==> config.mk <==
export PLATFORM = sky130hd
export DESIGN_NAME = div_issue_ctrl_flat
export DESIGN_NICKNAME = d
export VERILOG_FILES = /design/src/rtl/div_issue_ctrl_if.sv /design/src/rtl/div_issue_ctrl.sv /design/src/flat_wrapper.sv
export SDC_FILE = /design/constraint.sdc
export NUM_CORES = 1
export LEC_CHECK = 0
export CORE_AREA = 2 2 105 183
export DETAILED_ROUTE_END_ITERATION = 12
export DIE_AREA = 0 0 107 185
export GPL_TIMING_DRIVEN = 1
export PLACE_DENSITY = 0.91
export SLEW_MARGIN = 15
export SYNTH_ARGS = -nofsm -noshare
export SYNTH_HDL_FRONTEND = slang
export SYNTH_SLANG_ARGS = --single-unit
==> constraint.sdc <==
create_clock -name clock -period 4.5 [get_ports clock]
set_input_delay 0.675 -clock clock [delete_from_list [all_inputs] [get_ports clock]]
set_output_delay 0.675 -clock clock [all_outputs]
set_load 0.05 [all_outputs]
==> src/rtl/div_issue_ctrl_if.sv <==
// Divide-issue bundle: execute-stage request/response plus engine in/out channels.
// slave = controller view, master = execute stage and divide engine view.
interface div_issue_ctrl_if #(
    parameter int WIDTH = 32
);
    logic             req_valid_i;
    logic             req_ready_o;
    logic [1:0]       req_op_i;
    logic [WIDTH-1:0] req_a_i;
    logic [WIDTH-1:0] req_b_i;
    logic             rsp_valid_o;
    logic             rsp_ready_i;
    logic [WIDTH-1:0] rsp_data_o;
    logic             rsp_err_o;
    logic             div_in_valid_o;
    logic             div_in_ready_i;
    logic [WIDTH-1:0] div_a_o;
    logic [WIDTH-1:0] div_b_o;
    logic             div_out_valid_i;
    logic             div_out_ready_o;
    logic [WIDTH-1:0] div_q_i;
    logic [WIDTH-1:0] div_r_i;

    modport slave (
        input  req_valid_i, req_op_i, req_a_i, req_b_i,
        input  rsp_ready_i,
        input  div_in_ready_i,
        input  div_out_valid_i, div_q_i, div_r_i,
        output req_ready_o,
        output rsp_valid_o, rsp_data_o, rsp_err_o,
        output div_in_valid_o, div_a_o, div_b_o,
        output div_out_ready_o
    );

    modport master (
        output req_valid_i, req_op_i, req_a_i, req_b_i,
        output rsp_ready_i,
        output div_in_ready_i,
        output div_out_valid_i, div_q_i, div_r_i,
        input  req_ready_o,
        input  rsp_valid_o, rsp_data_o, rsp_err_o,
        input  div_in_valid_o, div_a_o, div_b_o,
        input  div_out_ready_o
    );
endinterface

==> src/rtl/div_issue_ctrl.sv <==
// RISC-V M-extension divide initiator: sign handling, div-by-zero/overflow
// bypass, engine handshake with watchdog, sign restore and response hold.
module div_issue_ctrl #(
    parameter int WIDTH   = 32,
    parameter int TIMEOUT = 64
) (
    input logic           clock,
    input logic           reset,
    div_issue_ctrl_if.slave bus
);
    typedef enum logic [2:0] {
        IDLE,
        ISSUE,
        WAIT,
        FIX,
        RESP
    } state_t;

    localparam int CW = (TIMEOUT > 2) ? $clog2(TIMEOUT) : 1;
    localparam logic [CW-1:0] LAST = CW'((TIMEOUT > 0) ? TIMEOUT - 1 : 0);
    localparam logic [WIDTH-1:0] ONES = '1;
    localparam logic [WIDTH-1:0] MIN = {1'b1, {(WIDTH-1){1'b0}}};

    state_t           state;
    logic             op_rem;
    logic             sign_q;
    logic             sign_r;
    logic [WIDTH-1:0] q_reg;
    logic [WIDTH-1:0] r_reg;
    logic [CW-1:0]    cnt;

    logic             is_signed;
    logic             a_neg;
    logic             b_neg;
    logic [WIDTH-1:0] a_mag;
    logic [WIDTH-1:0] b_mag;
    logic             div_zero;
    logic             ovf;
    logic [WIDTH-1:0] q_fix;
    logic [WIDTH-1:0] r_fix;

    assign is_signed = ~bus.req_op_i[0];
    assign a_neg     = is_signed & bus.req_a_i[WIDTH-1];
    assign b_neg     = is_signed & bus.req_b_i[WIDTH-1];
    assign a_mag     = a_neg ? -bus.req_a_i : bus.req_a_i;
    assign b_mag     = b_neg ? -bus.req_b_i : bus.req_b_i;
    assign div_zero  = (bus.req_b_i == '0);
    assign ovf       = is_signed & (bus.req_a_i == MIN) & (bus.req_b_i == ONES);
    assign q_fix     = sign_q ? -q_reg : q_reg;
    assign r_fix     = sign_r ? -r_reg : r_reg;

    always_ff @(posedge clock) begin
        if (reset) begin
            state               <= IDLE;
            op_rem              <= 1'b0;
            sign_q              <= 1'b0;
            sign_r              <= 1'b0;
            q_reg               <= '0;
            r_reg               <= '0;
            cnt                 <= '0;
            bus.req_ready_o     <= 1'b1;
            bus.rsp_valid_o     <= 1'b0;
            bus.rsp_err_o       <= 1'b0;
            bus.rsp_data_o      <= '0;
            bus.div_in_valid_o  <= 1'b0;
            bus.div_a_o         <= '0;
            bus.div_b_o         <= '0;
            bus.div_out_ready_o <= 1'b1;
        end else begin
            unique case (state)
                IDLE: begin
                    // stale engine results are accepted and dropped here
                    if (bus.req_valid_i) begin
                        bus.req_ready_o     <= 1'b0;
                        bus.div_out_ready_o <= 1'b0;
                        op_rem              <= bus.req_op_i[1];
                        sign_q              <= a_neg ^ b_neg;
                        sign_r              <= a_neg;
                        if (div_zero) begin
                            bus.rsp_data_o  <= bus.req_op_i[1] ? bus.req_a_i : ONES;
                            bus.rsp_err_o   <= 1'b0;
                            bus.rsp_valid_o <= 1'b1;
                            state           <= RESP;
                        end else if (ovf) begin
                            bus.rsp_data_o  <= bus.req_op_i[1] ? '0 : bus.req_a_i;
                            bus.rsp_err_o   <= 1'b0;
                            bus.rsp_valid_o <= 1'b1;
                            state           <= RESP;
                        end else begin
                            bus.div_a_o        <= a_mag;
                            bus.div_b_o        <= b_mag;
                            bus.div_in_valid_o <= 1'b1;
                            state              <= ISSUE;
                        end
                    end
                end
                ISSUE: begin
                    if (bus.div_in_ready_i) begin
                        bus.div_in_valid_o  <= 1'b0;
                        bus.div_out_ready_o <= 1'b1;
                        cnt                 <= '0;
                        state               <= WAIT;
                    end
                end
                WAIT: begin
                    if (bus.div_out_valid_i) begin
                        q_reg               <= bus.div_q_i;
                        r_reg               <= bus.div_r_i;
                        bus.div_out_ready_o <= 1'b0;
                        state               <= FIX;
                    end else if (TIMEOUT != 0 && cnt == LAST) begin
                        bus.rsp_data_o      <= '0;
                        bus.rsp_err_o       <= 1'b1;
                        bus.rsp_valid_o     <= 1'b1;
                        bus.div_out_ready_o <= 1'b0;
                        state               <= RESP;
                    end else begin
                        cnt <= cnt + CW'(1);
                    end
                end
                FIX: begin
                    bus.rsp_data_o  <= op_rem ? r_fix : q_fix;
                    bus.rsp_err_o   <= 1'b0;
                    bus.rsp_valid_o <= 1'b1;
                    state           <= RESP;
                end
                RESP: begin
                    if (bus.rsp_ready_i) begin
                        bus.rsp_valid_o     <= 1'b0;
                        bus.rsp_err_o       <= 1'b0;
                        bus.req_ready_o     <= 1'b1;
                        bus.div_out_ready_o <= 1'b1;
                        state               <= IDLE;
                    end
                end
                default: state <= IDLE;
            endcase
        end
    end
endmodule

==> src/flat_wrapper.sv <==
// flat-port wrapper written by rule: the top's interface ports become plain ports
module div_issue_ctrl_flat 
#(
    parameter int WIDTH   = 32,
    parameter int TIMEOUT = 64
)
  (clock, reset, bus_req_valid_i, bus_req_op_i, bus_req_a_i, bus_req_b_i, bus_rsp_ready_i, bus_div_in_ready_i, bus_div_out_valid_i, bus_div_q_i, bus_div_r_i, bus_req_ready_o, bus_rsp_valid_o, bus_rsp_data_o, bus_rsp_err_o, bus_div_in_valid_o, bus_div_a_o, bus_div_b_o, bus_div_out_ready_o);
  div_issue_ctrl_if #(.WIDTH(WIDTH)) bus_i ();
  input logic clock;
  input logic reset;
  input wire logic [$bits(bus_i.req_valid_i)-1:0] bus_req_valid_i;
  input wire logic [$bits(bus_i.req_op_i)-1:0] bus_req_op_i;
  input wire logic [$bits(bus_i.req_a_i)-1:0] bus_req_a_i;
  input wire logic [$bits(bus_i.req_b_i)-1:0] bus_req_b_i;
  input wire logic [$bits(bus_i.rsp_ready_i)-1:0] bus_rsp_ready_i;
  input wire logic [$bits(bus_i.div_in_ready_i)-1:0] bus_div_in_ready_i;
  input wire logic [$bits(bus_i.div_out_valid_i)-1:0] bus_div_out_valid_i;
  input wire logic [$bits(bus_i.div_q_i)-1:0] bus_div_q_i;
  input wire logic [$bits(bus_i.div_r_i)-1:0] bus_div_r_i;
  output wire logic [$bits(bus_i.req_ready_o)-1:0] bus_req_ready_o;
  output wire logic [$bits(bus_i.rsp_valid_o)-1:0] bus_rsp_valid_o;
  output wire logic [$bits(bus_i.rsp_data_o)-1:0] bus_rsp_data_o;
  output wire logic [$bits(bus_i.rsp_err_o)-1:0] bus_rsp_err_o;
  output wire logic [$bits(bus_i.div_in_valid_o)-1:0] bus_div_in_valid_o;
  output wire logic [$bits(bus_i.div_a_o)-1:0] bus_div_a_o;
  output wire logic [$bits(bus_i.div_b_o)-1:0] bus_div_b_o;
  output wire logic [$bits(bus_i.div_out_ready_o)-1:0] bus_div_out_ready_o;
  assign bus_i.req_valid_i = bus_req_valid_i;
  assign bus_i.req_op_i = bus_req_op_i;
  assign bus_i.req_a_i = bus_req_a_i;
  assign bus_i.req_b_i = bus_req_b_i;
  assign bus_i.rsp_ready_i = bus_rsp_ready_i;
  assign bus_i.div_in_ready_i = bus_div_in_ready_i;
  assign bus_i.div_out_valid_i = bus_div_out_valid_i;
  assign bus_i.div_q_i = bus_div_q_i;
  assign bus_i.div_r_i = bus_div_r_i;
  assign bus_req_ready_o = bus_i.req_ready_o;
  assign bus_rsp_valid_o = bus_i.rsp_valid_o;
  assign bus_rsp_data_o = bus_i.rsp_data_o;
  assign bus_rsp_err_o = bus_i.rsp_err_o;
  assign bus_div_in_valid_o = bus_i.div_in_valid_o;
  assign bus_div_a_o = bus_i.div_a_o;
  assign bus_div_b_o = bus_i.div_b_o;
  assign bus_div_out_ready_o = bus_i.div_out_ready_o;
  div_issue_ctrl #(.WIDTH(WIDTH), .TIMEOUT(TIMEOUT)) u_core (.clock(clock), .reset(reset), .bus(bus_i));
endmodule
==> results of run 1 <==
## area by class of cell
cell class,count,area share
repair buffers,253,0.1944
multi-input cells,979,0.4557
inverters,23,0.006682
clock buffers,19,0.03428
flip-flops and latches,177,0.2742
well taps,238,0.02305
clock inverters,13,0.01143
diodes,1,0.0001937
## cell families (layout without fill, tap and decap cells)
| kind of cell | Yosys count | in the layout | synth area share |
|---|---|---|---|
| XOR/XNOR | 118 | 118 | 0.1046 |
| other | 0 | 1 | 0 |
| adder cells (fa/ha/maj) | 21 | 21 | 0.02280 |
| AO/OA/AOI/OAI | 320 | 320 | 0.2108 |
| flip-flops | 177 | 177 | 0.3588 |
| multiplexers | 17 | 17 | 0.01735 |
| AND/OR/NAND/NOR | 503 | 503 | 0.2388 |
| buffers and inverters | 117 | 308 | 0.04687 |
## worst max-delay path: stages
cell and delay (ps):
clkdlybuf4s50_1 530, nor4_1 850, nand4b_4 230, or4_1 630, o31a_1 340, and2_1 300, nor3_4 200, buf_4 260
a311oi_1 120
## power breakdown
| part | internal, mW | leakage [nW] | total, mW | switching (mW) |
|---|---|---|---|---|
| combinational | 0.417 | 2.70 | 1.09 | 0.669 |
| clock | 0.845 | 0.290 | 1.52 | 0.676 |
| sequential | 1.66 | 1.44 | 1.73 | 0.0770 |
| total | 2.92 | 4.43 | 4.34 | 1.42 |
## path summary, 6_finish.rpt
path                    startpoint                         to  slack, ps  depth (start not counted)
max                bus_req_b_i[20]  u_core.bus.rsp_data_o[29]        620                          9
min reg2reg  u_core.bus.div_a_o[0]      u_core.bus.div_a_o[0]        470                          2
max reg2reg        u_core.r_reg[0]  u_core.bus.rsp_data_o[28]       1300                          9
min          u_core.bus.div_a_o[0]      u_core.bus.div_a_o[0]        470                          2
## routing by layer
layer | GRT usage | share of wire | up-vias | wire length (um)
li1 | - | - | 4913 | -
met1 | 0.3410 | 0.35 | 4810 | 11510
met2 | 0.5842 | 0.51 | 520 | 16680
met3 | 0.04574 | 0.055 | 161 | 1791
met4 | 0.2353 | 0.079 | 0 | 2583
met5 | 0 | 0 | - | 0
## cell usage after synthesis (all sizes together), types with 2 or more instances
cell	count
and2	2
clkbuf	77
and3	3
nand4	22
xnor2	75
o21bai	3
nand2	173
buf	17
nor2b	8
a22oi	3
o211ai	3
a31oi	10
a211oi	72
maj3	15
mux2i	16
or3	18
nor4b	3
dfxtp	177
ha	6
nor2	166
o21ai	40
o31ai	33
nand3	7
xor2	43
inv	23
nor3	40
o22ai	15
a21oi	101
o41ai	16
or3b	2
nand2b	10
a222oi	4
nand4b	2
or4	19
o32ai	2
a311oi	7
nor3b	2
a221oi	7
or2	6
nor4	15
## stage by stage
stage	setup WS [ps]	util
3_3_place_gp	470.2	0.6694
4_1_cts	731.1	0.7015
5_1_grt	464.8	0.7017
3_5_place_dp	380.1	0.6694
2_1_floorplan	1219	-
6_report	624.0	0.7017
==> results.json, run 1 <==
{
  "ios": 237,
  "first_pass_iters": 6,
  "ys_dominant_reg_cell": "dfxtp_1",
  "ys_ff_latch": 177,
  "power.total_mw": 4.341,
  "place_area_mm2": 0.01233,
  "max_slew_margin": 0.2263,
  "cts_resized": 0,
  "cts_sinks": 177,
  "crit_required_ps": 4760,
  "syn_nets": 1415,
  "slew_viol_final": 0,
  "die-area_mm2": 0.01980,
  "final_cell_mix": "235 x clkdlybuf4s50_1, 177 x dfxtp_1, 172 x nand2_1",
  "hold_viol_final": 0,
  "p_leak_nw": 4.434,
  "track_usage": 0.3251,
  "cts_hold_buffers": 0,
  "fp-row-count": 66,
  "cts_buffer_depth": 2,
  "layout-drive-gt1-share": 0.05055,
  "drt_iter0_markers": 851,
  "portBuffers": 236,
  "cts_setup_buffers": 0,
  "synth-edff-count": 0,
  "num_vias": 10404,
  "synth_area_leaders": "dfxtp_1 36%, xnor2_1 6.7%, nand2_1 6.6%",
  "grt_pass1_wl_mm": 50.64,
  "yosys.area.top_type": "dfxtp_1",
  "cts_tree": "built",
  "multi_input_area_mm2": 0.005888,
  "synth_top_area_frac": 0.3588,
  "crit_type": "input pin to register",
  "htreeDepth": 4,
  "worst_pin_slew_ps": 1159,
  "mostFrequentLayoutCell": "clkdlybuf4s50_1",
  "peakVddDrop_mv": 0.2500,
  "period_minus_slack_ps": 3876,
  "postLayoutCellArea_mm2": 0.01292,
  "worstPathArrival_ps": 4140,
  "synthArstFlopShare": 0,
  "routed_wl_mm": 32.56,
  "antenna_found_initial": 1,
  "fillers": 1440,
  "synth_area_per_cell_um2": 7.759,
  "synth_cells": 1273,
  "wl_per_cell_um": 19.12,
  "crit_fanout": 16,
  "nets": 1593,
  "rsz0062_at_grt": "false",
  "die_h_um": 185,
  "placed_cells": 1670,
  "ys_warn_count": 0,
  "regArea_mm2": 0.003543,
  "power_density_mw_per_mm2": 335.9,
  "grt_pass1_vias": 9883,
  "netlist_area_mm2": 0.009877,
  "dieWidth_um": 107,
  "grt.overflow.total": 0,
  "setup_viol": 0,
  "initial_core_util": 0.5364,
  "whs_ps": 472.2,
  "max_freq_mhz": 258.0,
  "clock_latency_ps": 440,
  "period_share": 0.8613,
  "ys_types": 60,
  "via_per_inst": 6.109,
  "gp_congestion": 0.9799,
  "drtAntennaViolNets": 0,
  "grt_start_max_net_pins": 116,
  "hold_class": "register to register",
  "cts-buffers-inserted": 17,
  "outcome": "complete, no violations",
  "fin_setup_tns_ps": 0,
  "dp_hpwl_mm": 24.33,
  "syn_to_final_growth_pct": 30.82,
  "ys_seq_area_frac": 0.3588,
  "core_mm2": 0.01842,
  "cap_violations": 0,
  "clk_pin_slew_ps": 70,
  "final_cells": 1703,
  "clock_skew_ps": 12.54,
  "drc": 0,
  "cts_root_buf": "clkbuf_16",
  "startpoint_type": "input pin",
  "crit_path_end_kind": "register"
}
Note: power is estimated with default switching activity, not from simulation.
==> inputs of run 2 (changes only) <==
--- a/config.mk
+++ b/config.mk
@@ -5,10 +5,12 @@
 export SDC_FILE = /design/constraint.sdc
 export NUM_CORES = 1
 export LEC_CHECK = 0
+export ABC_CLOCK_PERIOD_IN_PS = 4500
 export CORE_AREA = 2 2 105 183
 export DETAILED_ROUTE_END_ITERATION = 12
 export DIE_AREA = 0 0 107 185
 export GPL_TIMING_DRIVEN = 1
+export HOLD_SLACK_MARGIN = 0.1
 export PLACE_DENSITY = 0.91
 export SLEW_MARGIN = 15
 export SYNTH_ARGS = -nofsm -noshare
==> results of run 2 <==
Final layout, timing and power as in run 1 (identical DEF).
